## config.mk

```make
export PLATFORM = sky130hd
export DESIGN_NAME = fifo_write_arbiter
export DESIGN_NICKNAME = d
export VERILOG_FILES = /design/src/rtl/fifo_write_arbiter.sv
export SDC_FILE = /design/constraint.sdc
export NUM_CORES = 1
export LEC_CHECK = 0
export CORE_AREA = 2 2 75 77
export DETAILED_ROUTE_END_ITERATION = 8
export DIE_AREA = 0 0 77 79
export PLACE_DENSITY = 0.92
export SLEW_MARGIN = 10
export SYNTH_ARGS = -nofsm -noshare
export SYNTH_HDL_FRONTEND = slang
export SYNTH_SLANG_ARGS = --single-unit
export TNS_END_PERCENT = 1
```

## constraint.sdc

```tcl
create_clock -name clk -period 3.5 [get_ports clk]
set_input_delay 0.7 -clock clk [delete_from_list [all_inputs] [get_ports clk]]
set_output_delay 0.7 -clock clk [all_outputs]
set_load 0.1 [all_outputs]
```

## src/rtl/fifo_write_arbiter.sv

```systemverilog
// Round-robin burst arbiter sharing one async FIFO write port.
// Words are tagged {last, id, data} for read-side demultiplexing.
module fifo_write_arbiter #(
   parameter int NUM_REQUESTERS = 4,
   parameter int WIDTH          = 32,
   parameter int MAX_BURST      = 8,
   parameter int STALL_TIMEOUT  = 4,
   localparam int ID_WIDTH =
      (NUM_REQUESTERS > 2) ? $clog2(NUM_REQUESTERS) : 1,
   localparam int FIFO_WIDTH = 1 + ID_WIDTH + WIDTH
) (
   input  logic                            clk,
   input  logic                            reset_n,
   input  logic [NUM_REQUESTERS-1:0]       req_valid,
   input  logic [NUM_REQUESTERS*WIDTH-1:0] req_data,
   input  logic [NUM_REQUESTERS-1:0]       req_last,
   output logic [NUM_REQUESTERS-1:0]       req_ready,
   input  logic                            fifo_full,
   output logic                            fifo_write_en,
   output logic [FIFO_WIDTH-1:0]           fifo_write_data,
   output logic [ID_WIDTH-1:0]             grant_id,
   output logic                            busy
);

   localparam int BEAT_W  = (MAX_BURST > 1) ? $clog2(MAX_BURST) : 1;
   localparam int STALL_W =
      (STALL_TIMEOUT > 1) ? $clog2(STALL_TIMEOUT) : 1;

   typedef enum logic {IDLE, BURST} state_t;

   state_t              state;
   state_t              state_nxt;
   logic [ID_WIDTH-1:0] rr_ptr;
   logic [ID_WIDTH-1:0] rr_next;
   logic [ID_WIDTH-1:0] winner;
   logic [BEAT_W-1:0]   beat_cnt;
   logic [STALL_W-1:0]  stall_cnt;
   logic                g_valid;
   logic                g_last;
   logic [WIDTH-1:0]    g_data;
   logic                in_burst;
   logic                xfer;
   logic                stalled;
   logic                burst_done;
   int                  idx;
   logic                found;

   assign in_burst = (state == BURST);
   assign g_valid  = req_valid[grant_id];
   assign g_last   = req_last[grant_id];
   assign g_data   = req_data[int'(grant_id)*WIDTH +: WIDTH];

   // A full FIFO freezes the burst: no transfer and no stall count.
   assign xfer    = in_burst & g_valid & ~fifo_full;
   assign stalled = in_burst & ~g_valid & ~fifo_full;

   assign burst_done =
      (xfer & (g_last | (beat_cnt == BEAT_W'(MAX_BURST-1)))) |
      (stalled & (stall_cnt == STALL_W'(STALL_TIMEOUT-1)));

   assign rr_next =
      (grant_id == ID_WIDTH'(NUM_REQUESTERS-1)) ? '0
                                                : grant_id + 1'b1;

   // First valid source scanning upward from rr_ptr, wrapping.
   always_comb begin
      winner = '0;
      found  = 1'b0;
      idx    = 0;
      for (int k = 0; k < NUM_REQUESTERS; k++) begin
         idx = int'(rr_ptr) + k;
         if (idx >= NUM_REQUESTERS)
            idx = idx - NUM_REQUESTERS;
         if (!found && req_valid[idx[ID_WIDTH-1:0]]) begin
            found  = 1'b1;
            winner = idx[ID_WIDTH-1:0];
         end
      end
   end

   // State register.
   always_ff @(posedge clk or negedge reset_n) begin
      if (!reset_n)
         state <= IDLE;
      else
         state <= state_nxt;
   end

   // Next state: arbitrate in IDLE, leave BURST on any release cause.
   always_comb begin
      state_nxt = state;
      unique case (state)
         IDLE:    if (|req_valid) state_nxt = BURST;
         BURST:   if (burst_done) state_nxt = IDLE;
         default: state_nxt = IDLE;
      endcase
   end

   // Outputs: only the granted source sees ready, gated by full.
   always_comb begin
      req_ready = '0;
      if (in_burst)
         req_ready[grant_id] = ~fifo_full;
      fifo_write_en   = xfer;
      fifo_write_data = {g_last, grant_id, g_data};
      busy            = in_burst;
   end

   // Grant, round-robin pointer and per-burst counters.
   always_ff @(posedge clk or negedge reset_n) begin
      if (!reset_n) begin
         grant_id  <= '0;
         rr_ptr    <= '0;
         beat_cnt  <= '0;
         stall_cnt <= '0;
      end else if (!in_burst) begin
         if (|req_valid) begin
            grant_id  <= winner;
            beat_cnt  <= '0;
            stall_cnt <= '0;
         end
      end else if (burst_done) begin
         rr_ptr    <= rr_next;
         beat_cnt  <= '0;
         stall_cnt <= '0;
      end else if (xfer) begin
         beat_cnt  <= beat_cnt + 1'b1;
         stall_cnt <= '0;
      end else if (stalled) begin
         stall_cnt <= stall_cnt + 1'b1;
      end
   end

endmodule

```

==> results.ini, run 1 <==
[status]
status = finished, final reports clean

[hold_path]
hold_path_class = flip-flop to flip-flop
whs_path_depth = 1
holdPathEnd = stall_cnt[0]
min_from = stall_cnt[0]

[power]
p_int_mw = 1.13
swShare_pct = 67.0
p_sw_mw = 2.29
p_comb_share_pct = 87.0
clockPowerShare_pct = 3.7
power_mw = 3.42
leakagePower_nw = 1.34
ir_worst_vdd_mv = 0.598
power_frac_seq_pct = 9.2
power_density_mw_per_mm2 = 1020

[placed_design]
place_area_mm2 = 0.00330
port_buffers = 181
routabilityCongestion = 0.835
detailed_place_hpwl_mm = 5.93
place_ws_ps = 694

[logic_synthesis]
yosys_warnings = 0
async_flop_share_pct = 100
synthDistinctLibCells = 33
syn_nets = 261
synth_area_leaders = mux4_2 (47%), dfrtp_1 (16%), ha_1 (5.7%)
syn_area_mm2 = 0.00155
syn_avg_cell_area_um2 = 13.4
yosysMostFrequentCell = mux4_2
yosysTopAreaCellShare_pct = 46.6
ys_seq_elements = 10
ys_top_cells_by_count = mux4_2 (32), dfrtp_1 (10), buf_2 (7), ha_1 (7)
synth_ff_type = dfrtp_1
syn_inst = 115
yosys.area.top_type = mux4_2
ys_seq_area_share_pct = 16.2
synth-edff-count = 0

[cts]
cts_resized = 0
postCtsSetupBuffers = 0
ctsHtreeMaxLevel = 1
cts_made_buffers = 3
cts_tree = built
clk_pin_slew_worst_paths_ps = 50
clock_latency_ps = 240
cts_root_buffer = clkbuf_8
clock_sinks = 10
cts-hold-fix-buffers = 0
clockBufferDepth = 2

[routing]
routed_via_density = 4.97
postRouteAntennaNets = 0
drc_errors = 0
vias = 1803
dr.pass1.iters = 4
wl_per_cell_um = 18.8
drt-initial-drc-count = 40
drt_wl_total_mm = 6.84

[grt]
grt_max_degree = 31
grt_pass1_vias = 1922
grt_first_pass_wirelength_mm = 10.1
antenna_found_initial = 0
grtUsageTotal_pct = 21.3
overflow = 0

[finish]
design_area_mm2 = 0.00334
nFillCells = 434
n_antenna_cell = 0
drive_gt1_share_pct = 32.6
area_growth_pct = 116
regArea_um2 = 253
final_nets = 438
multi_input_area_mm2 = 0.00120

[sta]
rsz0062_at_grt = false
period_minus_slack_ps = 2970
setup_viol = 0
fin_ws_ps = 533
max_slew_margin_pct = 45.6
fin_skew_ps = 3.28
holdWs_ps = 510
hold_viol_final = 0
timing.fmax_mhz = 337
fin_crit_sh_pct = 84.8
setup_tns_ps = 0
tightest_slew_ps = 816
final-max-slew-violation-count = 0

[worst_setup_path]
critPathTopFamily = flip-flops
r2r.worst_path.cells = 4
slowest_stage = dfrtp_2
worstPathCellList = buf_4 -> mux4_2 -> buf_4
max_stage_delay_ps = 900
required_ps = 2800
cp_num_buf_inv = 2
end_kind = output pin
startpoint_type = flip-flop
crit_top_cell = buf_4
crit_arrival_ps = 2270
path_max_fanout = 30
r2r-end = rr_ptr[0]
path_class = flip-flop to output pin
reg2reg_from = grant_id[0]
r2r_setup_slack_ps = 1220

[die]
ioPinCount = 182
rows = 27
core_mm2 = 0.00534
dieArea_mm2 = 0.00608
die_x_um = 77
initial_core_util_pct = 28.9
die_y_um = 79

[run]
cap_viol_max_count = 0

==> worst max path at each step <==
| stage | start | to | slack (ps) | cells after the start |
|---|---|---|---|---|
| after global routing | grant_id[0] | fifo_write_data[20] | 370 | 3 |
| after CTS | grant_id[0] | fifo_write_data[19] | 470 | 3 |
| final | grant_id[0] | fifo_write_data[0] | 530 | 3 |
| after detailed placement | req_valid[0] | fifo_write_en | 690 | 5 |
| after floorplan | grant_id[0] | fifo_write_data[11] | 310 | 3 |
| after global placement | req_valid[0] | fifo_write_en | 690 | 5 |
==> routing by layer <==
| metal | track usage, % | share of wire, % | up-vias |
|---|---|---|---|
| met5 | 0 | 0 | - |
| li1 | - | - | 826 |
| met2 | 39.6 | 54 | 85 |
| met1 | 25.1 | 37 | 878 |
| met3 | 3.86 | 6.9 | 14 |
| met4 | 6.61 | 2.7 | 0 |
==> kinds of logic after synthesis <==
family | after synthesis | synth area share (%)
multiplexers | 42 | 54.2
AO/OA/AOI/OAI | 17 | 10.0
flip-flops | 10 | 16.2
adder cells (fa/ha/maj) | 7 | 5.67
buffers and inverters | 16 | 6.15
AND/OR/NAND/NOR | 23 | 7.77
==> power by group through the flow <==
stage          combinational, mW  clock (mW)  sequential [mW]
3_5_place_dp                2.98           0            0.325
3_3_place_gp                2.95           0            0.317
5_1_grt                     3.06       0.133            0.335
4_1_cts                     2.99       0.128            0.323
6_report                    2.97       0.128            0.316
2_1_floorplan               2.41           0            0.317
==> placed cells by master (no fill, tap or decap), types with 3 or more instances in the layout <==
cell type        synthesis  routed
and2_1                   4       4
a21oi_1                  3       3
mux2_4                   3       3
ha_1                     7       7
nand2_1                  4       4
mux4_2                  32      32
dfrtp_1                 10       8
mux2i_1                  6       6
nor2_1                   6       5
clkdlybuf4s50_1          0     138
buf_4                    3      45
clkbuf_8                 0       3
==> state kept, by name (all words and copies together) (netlist names) <==
| register | cells |
|---|---|
| stall_cnt | 2 |
| grant_id | 2 |
| busy | 1 |
| beat_cnt | 3 |
| rr_ptr | 2 |
==> through the flow <==
| stage | util, % | instances |
|---|---|---|
| after CTS | 62.7 | 363 |
| after global routing | 62.7 | 363 |
| after global placement | 61.8 | 359 |
| after floorplan | - | 115 |
| after detailed placement | 61.8 | 359 |
| final | 62.7 | 363 |
==> area by class of cell <==
type,instances,share of cell area (%)
Timing Repair Buffer,184,52.0
Multi-Input combinational cell,89,36.0
Sequential cell,10,7.56
Tap cell,72,2.69
Clock buffer,4,1.35
Inverter,4,0.449
No activity file was read; power rests on OpenSTA's default activity.
==> run 2: changes to the inputs <==
--- a/config.mk
+++ b/config.mk
@@ -5,10 +5,10 @@
 export SDC_FILE = /design/constraint.sdc
 export NUM_CORES = 1
 export LEC_CHECK = 0
-export CORE_AREA = 2 2 75 77
+export CORE_AREA = 2 2 79 81
 export DETAILED_ROUTE_END_ITERATION = 8
-export DIE_AREA = 0 0 77 79
-export PLACE_DENSITY = 0.92
+export DIE_AREA = 0 0 81 83
+export PLACE_DENSITY = 0.85
 export SLEW_MARGIN = 10
 export SYNTH_ARGS = -nofsm -noshare
 export SYNTH_HDL_FRONTEND = slang
==> constraint.sdc (replaced) <==
create_clock -name clk -period 3.1 [get_ports clk]
set_input_delay 0.62 -clock clk [delete_from_list [all_inputs] [get_ports clk]]
set_output_delay 0.62 -clock clk [all_outputs]
set_load 0.1 [all_outputs]
==> run 2 against run 1 <==
  * Sequential share of layout area fell by 0.17 points
  * First-iteration DRC count is 45% higher
  * Setup slack worse by 110 ps
  * Sequential power is 3% lower
  * Final area up 2.4%
  * Global-route usage fell by 1.8 points
  * Critical endpoint is now fifo_write_en
==> results.ini, run 2 (synthesized netlist as in run 1, its figures left out) <==
[status]
status = finished, final reports clean

[cts]
ctsHtreeMaxLevel = 1
cts_made_buffers = 3
clk_pin_slew_worst_paths_ps = 40
cts-hold-fix-buffers = 0
postCtsSetupBuffers = 0
cts_tree = built
clockBufferDepth = 2
cts_resized = 0
clock_sinks = 10
clock_latency_ps = 230
cts_root_buffer = clkbuf_8

[grt]
grt_max_degree = 25
grt_pass1_vias = 1987
overflow = 0
antenna_found_initial = 0
grtUsageMet1_pct = 20.6
grtUsageTotal_pct = 19.5
gr-usage-met3_pct = 3.15
grt_first_pass_wirelength_mm = 10.2
grtUsageMet2_pct = 37.6
top_usage_layer = met2

[sta]
fin_crit_sh_pct = 86.4
timing.fmax_mhz = 373
rsz0062_at_grt = false
fin_skew_ps = 3.98
period_minus_slack_ps = 2680
hold_viol_final = 0
max_slew_margin_pct = 70.0
fin_ws_ps = 422
setup_viol = 0
setup_tns_ps = 0
tightest_slew_ps = 449
final-max-slew-violation-count = 0

[placed_design]
place_ws_ps = 457
detailed_place_hpwl_mm = 5.99
placed_cells = 362
port_buffers = 181
routabilityCongestion = 0.802

[finish]
drive_gt1_share_pct = 32.6
final_common_cell = clkdlybuf4s50_1
area_growth_pct = 122
final_cell_mix = clkdlybuf4s50_1 (138), buf_4 (39), mux4_2 (32)
final_nets = 438
n_antenna_cell = 0
largest_reg_flops = 3
final_cells = 366
top_register = beat_cnt

[routing]
dr.pass1.iters = 4
drc_errors = 0
wl_per_cell_um = 18.7
postRouteAntennaNets = 0
drt_wl_total_mm = 6.84
vias = 1801
routed_via_density = 4.92
drt-initial-drc-count = 58

[die]
ioPinCount = 182
dieArea_mm2 = 0.00672
die_x_um = 81
rows = 28
core_mm2 = 0.00582
die_y_um = 83
initial_core_util_pct = 26.6

[hold_path]
holdPathEnd = stall_cnt[0]
min_from = stall_cnt[0]
whs_path_depth = 1
hold_path_class = flip-flop to flip-flop

[worst_setup_path]
required_ps = 2480
startpoint_type = primary input
r2r_setup_slack_ps = 1190
r2r.worst_path.cells = 5
crit_arrival_ps = 2060
path_max_fanout = 6
path_class = primary input to output pin
end_kind = output pin
reg2reg_from = grant_id[0]
r2r-end = rr_ptr[0]

[power]
leakagePower_nw = 1.36
ir_worst_vdd_mv = 0.754
power_density_mw_per_mm2 = 1150

[run]
cap_viol_max_count = 0

-- run 2: report_power, final --
part / leakage, nW / switching [mW] / internal (mW)
Clock: 0.0228 / 0.0468 / 0.0897
Combinational: 1.21 / 2.43 / 1.06
Sequential: 0.123 / 0.118 / 0.188
Total: 1.36 / 2.59 / 1.34
-- run 2: layout make-up --
type                    count  area [µm²]
clock buffers               4        45.0
fillers                   505        2390
inverters                   4        15.0
multi-input cells          89        1200
flip-flops and latches     10         253
well taps                  75        93.8
repair buffers            184        1810
-- run 2: metal layers --
| metal | part of all wire [%] | vias to the layer above |
|---|---|---|
| met2 | 54 | 85 |
| met4 | 3.4 | 0 |
| met3 | 7.4 | 18 |
| met1 | 35 | 873 |
| li1 | - | 825 |
| met5 | 0 | - |
-- run 2: per-stage QoR --
stage / utilization, % / instance area (µm²) / hold WS, ps / total power, mW
after floorplan: - / 1550 / 324 / 3.08
after global placement: 58.1 / 3380 / 481 / 3.78
after detailed placement: 58.1 / 3380 / 485 / 3.81
after CTS: 58.9 / 3420 / 500 / 3.96
after global routing: 58.9 / 3420 / 511 / 4.08
final: 58.9 / 3420 / 498 / 3.93
-- run 2: worst max path at each step --
| stage | from | endpoint | slack, ps | cells past startpoint |
|---|---|---|---|---|
| final | req_valid[0] | fifo_write_en | 420 | 5 |
| after floorplan | grant_id[0] | fifo_write_data[11] | -6 | 3 |
| after CTS | req_valid[0] | fifo_write_en | 420 | 5 |
| after global routing | req_valid[0] | fifo_write_en | 350 | 5 |
| after global placement | req_valid[0] | fifo_write_en | 460 | 5 |
| after detailed placement | req_valid[0] | fifo_write_en | 460 | 5 |
-- run 2: worst max-delay path, stage by stage --
cell	delay, ps
clkdlybuf4s50_1	570
mux2i_1	170
mux2_4	340
nor2_2	160
buf_12	190
==> run 3: changes to the inputs <==
--- a/config.mk
+++ b/config.mk
@@ -8,6 +8,7 @@
 export CORE_AREA = 2 2 79 81
 export DETAILED_ROUTE_END_ITERATION = 8
 export DIE_AREA = 0 0 81 83
+export MAX_ROUTING_LAYER = met4
 export PLACE_DENSITY = 0.85
 export SLEW_MARGIN = 10
 export SYNTH_ARGS = -nofsm -noshare
==> constraint.sdc (replaced) <==
create_clock -name clk -period 2.99 [get_ports clk]
set_input_delay 0.598 -clock clk [delete_from_list [all_inputs] [get_ports clk]]
set_output_delay 0.598 -clock clk [all_outputs]
set_load 0.1 [all_outputs]
==> run 3 against run 2 <==
  * Clock power up 27%
  * Count of clock-buffer cells in the layout unchanged
  * Setup slack worse by 31 ps
  * Critical path depth stayed put
  * Register-to-register slack got worse by 70 ps
==> results.ini, run 3 (synthesized netlist as in run 1, its figures left out) <==
[status]
status = finished, final reports clean

[routing]
dr.pass1.iters = 4
drt-initial-drc-count = 53
vias = 1847
wl_per_cell_um = 19.6
routed_via_density = 5.02
drc_errors = 0
drt_wl_total_mm = 7.21
postRouteAntennaNets = 0

[worst_setup_path]
r2r.worst_path.cells = 5
end_kind = output pin
cp_num_buf_inv = 2
slowest_stage = clkdlybuf4s50_1
max_stage_delay_ps = 560
critPathTopFamily = buffers and inverters
r2r-end = rr_ptr[0]
worstPathCellList = clkdlybuf4s50_1 -> mux2i_1 -> mux2_4 -> nor2_2 -> buf_12
r2r_setup_slack_ps = 1120
crit_start = req_valid[0]
path_max_fanout = 6
crit_arrival_ps = 2000
required_ps = 2390
startpoint_type = primary input
path_class = primary input to output pin
reg2reg_from = grant_id[1]

[sta]
setup_tns_ps = 0
final-max-slew-violation-count = 0
fin_ws_ps = 391
holdWs_ps = 512
fin_skew_ps = 1.29
tightest_slew_ps = 444
period_minus_slack_ps = 2600
timing.fmax_mhz = 385
fin_crit_sh_pct = 86.9
hold_viol_final = 0
setup_viol = 0
rsz0062_at_grt = false
max_slew_margin_pct = 70.3

[placed_design]
detailed_place_hpwl_mm = 6.38
routabilityCongestion = 0.861
place_ws_ps = 387
place_area_mm2 = 0.00381
port_buffers = 181

[cts]
postCtsSetupBuffers = 0
cts_made_buffers = 3
cts_tree = built
ctsHtreeMaxLevel = 1
clock_latency_ps = 240
cts-hold-fix-buffers = 0
clk_pin_slew_worst_paths_ps = 50
cts_root_buffer = clkbuf_8
clockBufferDepth = 2
cts_resized = 0
clock_sinks = 10

[grt]
grt_pass1_vias = 2147
grtUsageMet1_pct = 21.7
grtUsageMet2_pct = 40.7
grt_first_pass_wirelength_mm = 11.1
grtUsageTotal_pct = 22.1
grt_max_degree = 21
top_usage_layer = met2
gr-usage-met3_pct = 6.30
overflow = 0
antenna_found_initial = 0

[finish]
design_area_mm2 = 0.00386
final_common_cell = clkdlybuf4s50_1
top_register = beat_cnt
area_growth_pct = 150
largest_reg_flops = 3
multi_input_area_mm2 = 0.00120
final_nets = 440
regArea_um2 = 253
final_core_util_pct = 66.4
final_cell_mix = clkdlybuf4s50_1 (138), buf_12 (40), mux4_2 (32)
nFillCells = 450
drive_gt1_share_pct = 33.4
n_antenna_cell = 0

[die]
die_y_um = 83
core_mm2 = 0.00582
dieArea_mm2 = 0.00672
die_x_um = 81
ioPinCount = 182
initial_core_util_pct = 26.6
rows = 28

[power]
p_comb_share_pct = 91.0
p_sw_mw = 2.84
power_frac_seq_pct = 5.4
ir_worst_vdd_mv = 0.883
swShare_pct = 58.9
p_int_mw = 1.98
leakagePower_nw = 1.53
power_density_mw_per_mm2 = 1250
clockPowerShare_pct = 3.6

[hold_path]
holdPathEnd = stall_cnt[0]
whs_path_depth = 1
min_from = stall_cnt[0]
hold_path_class = flip-flop to flip-flop

[run]
cap_viol_max_count = 0

[run 3: changes by cell type in the layout (fill, tap and decap cells not counted)]
cell and delta:
buf_12 +33, buf_4 -31, clkbuf_1 -1, clkbuf_8 +1
[run 3: area by class of cell]
class | instances | area share, %
clock buffers | 4 | 1.43
repair buffers | 186 | 58.1
flip-flops and latches | 10 | 6.55
inverters | 4 | 0.389
well taps | 75 | 2.43
multi-input cells | 89 | 31.1
[run 3: power groups by stage]
stage | Combinational (mW) | Sequential [mW] | Clock, mW
CTS | 4.42 | 0.258 | 0.175
floorplan | 2.82 | 0.372 | 0
global route | 4.53 | 0.266 | 0.179
global placement | 4.36 | 0.255 | 0
detailed placement | 4.41 | 0.259 | 0
finish | 4.38 | 0.258 | 0.174
[run 3: per-stage QoR]
step	instances	power, mW
floorplan	115	3.20
detailed placement	364	4.67
finish	368	4.81
CTS	368	4.85
global route	368	4.98
global placement	364	4.61
[run 3: worst max path at each step]
| stage | end | slack, ps | cells past startpoint |
|---|---|---|---|
| 2_1_floorplan | fifo_write_en | -90 | 4 |
| 5_1_grt | fifo_write_en | 280 | 5 |
| 6_report | fifo_write_en | 390 | 5 |
| 4_1_cts | fifo_write_en | 390 | 5 |
| 3_5_place_dp | fifo_write_en | 390 | 5 |
| 3_3_place_gp | fifo_write_en | 420 | 5 |
[run 3: per-layer routing]
layer | share of wire (%) | wire, µm | vias to the layer above
li1 | - | - | 828
met3 | 9.9 | 713 | 16
met4 | 2.4 | 171 | 0
met5 | 0 | 0 | -
met2 | 55 | 3990 | 99
met1 | 32 | 2330 | 904
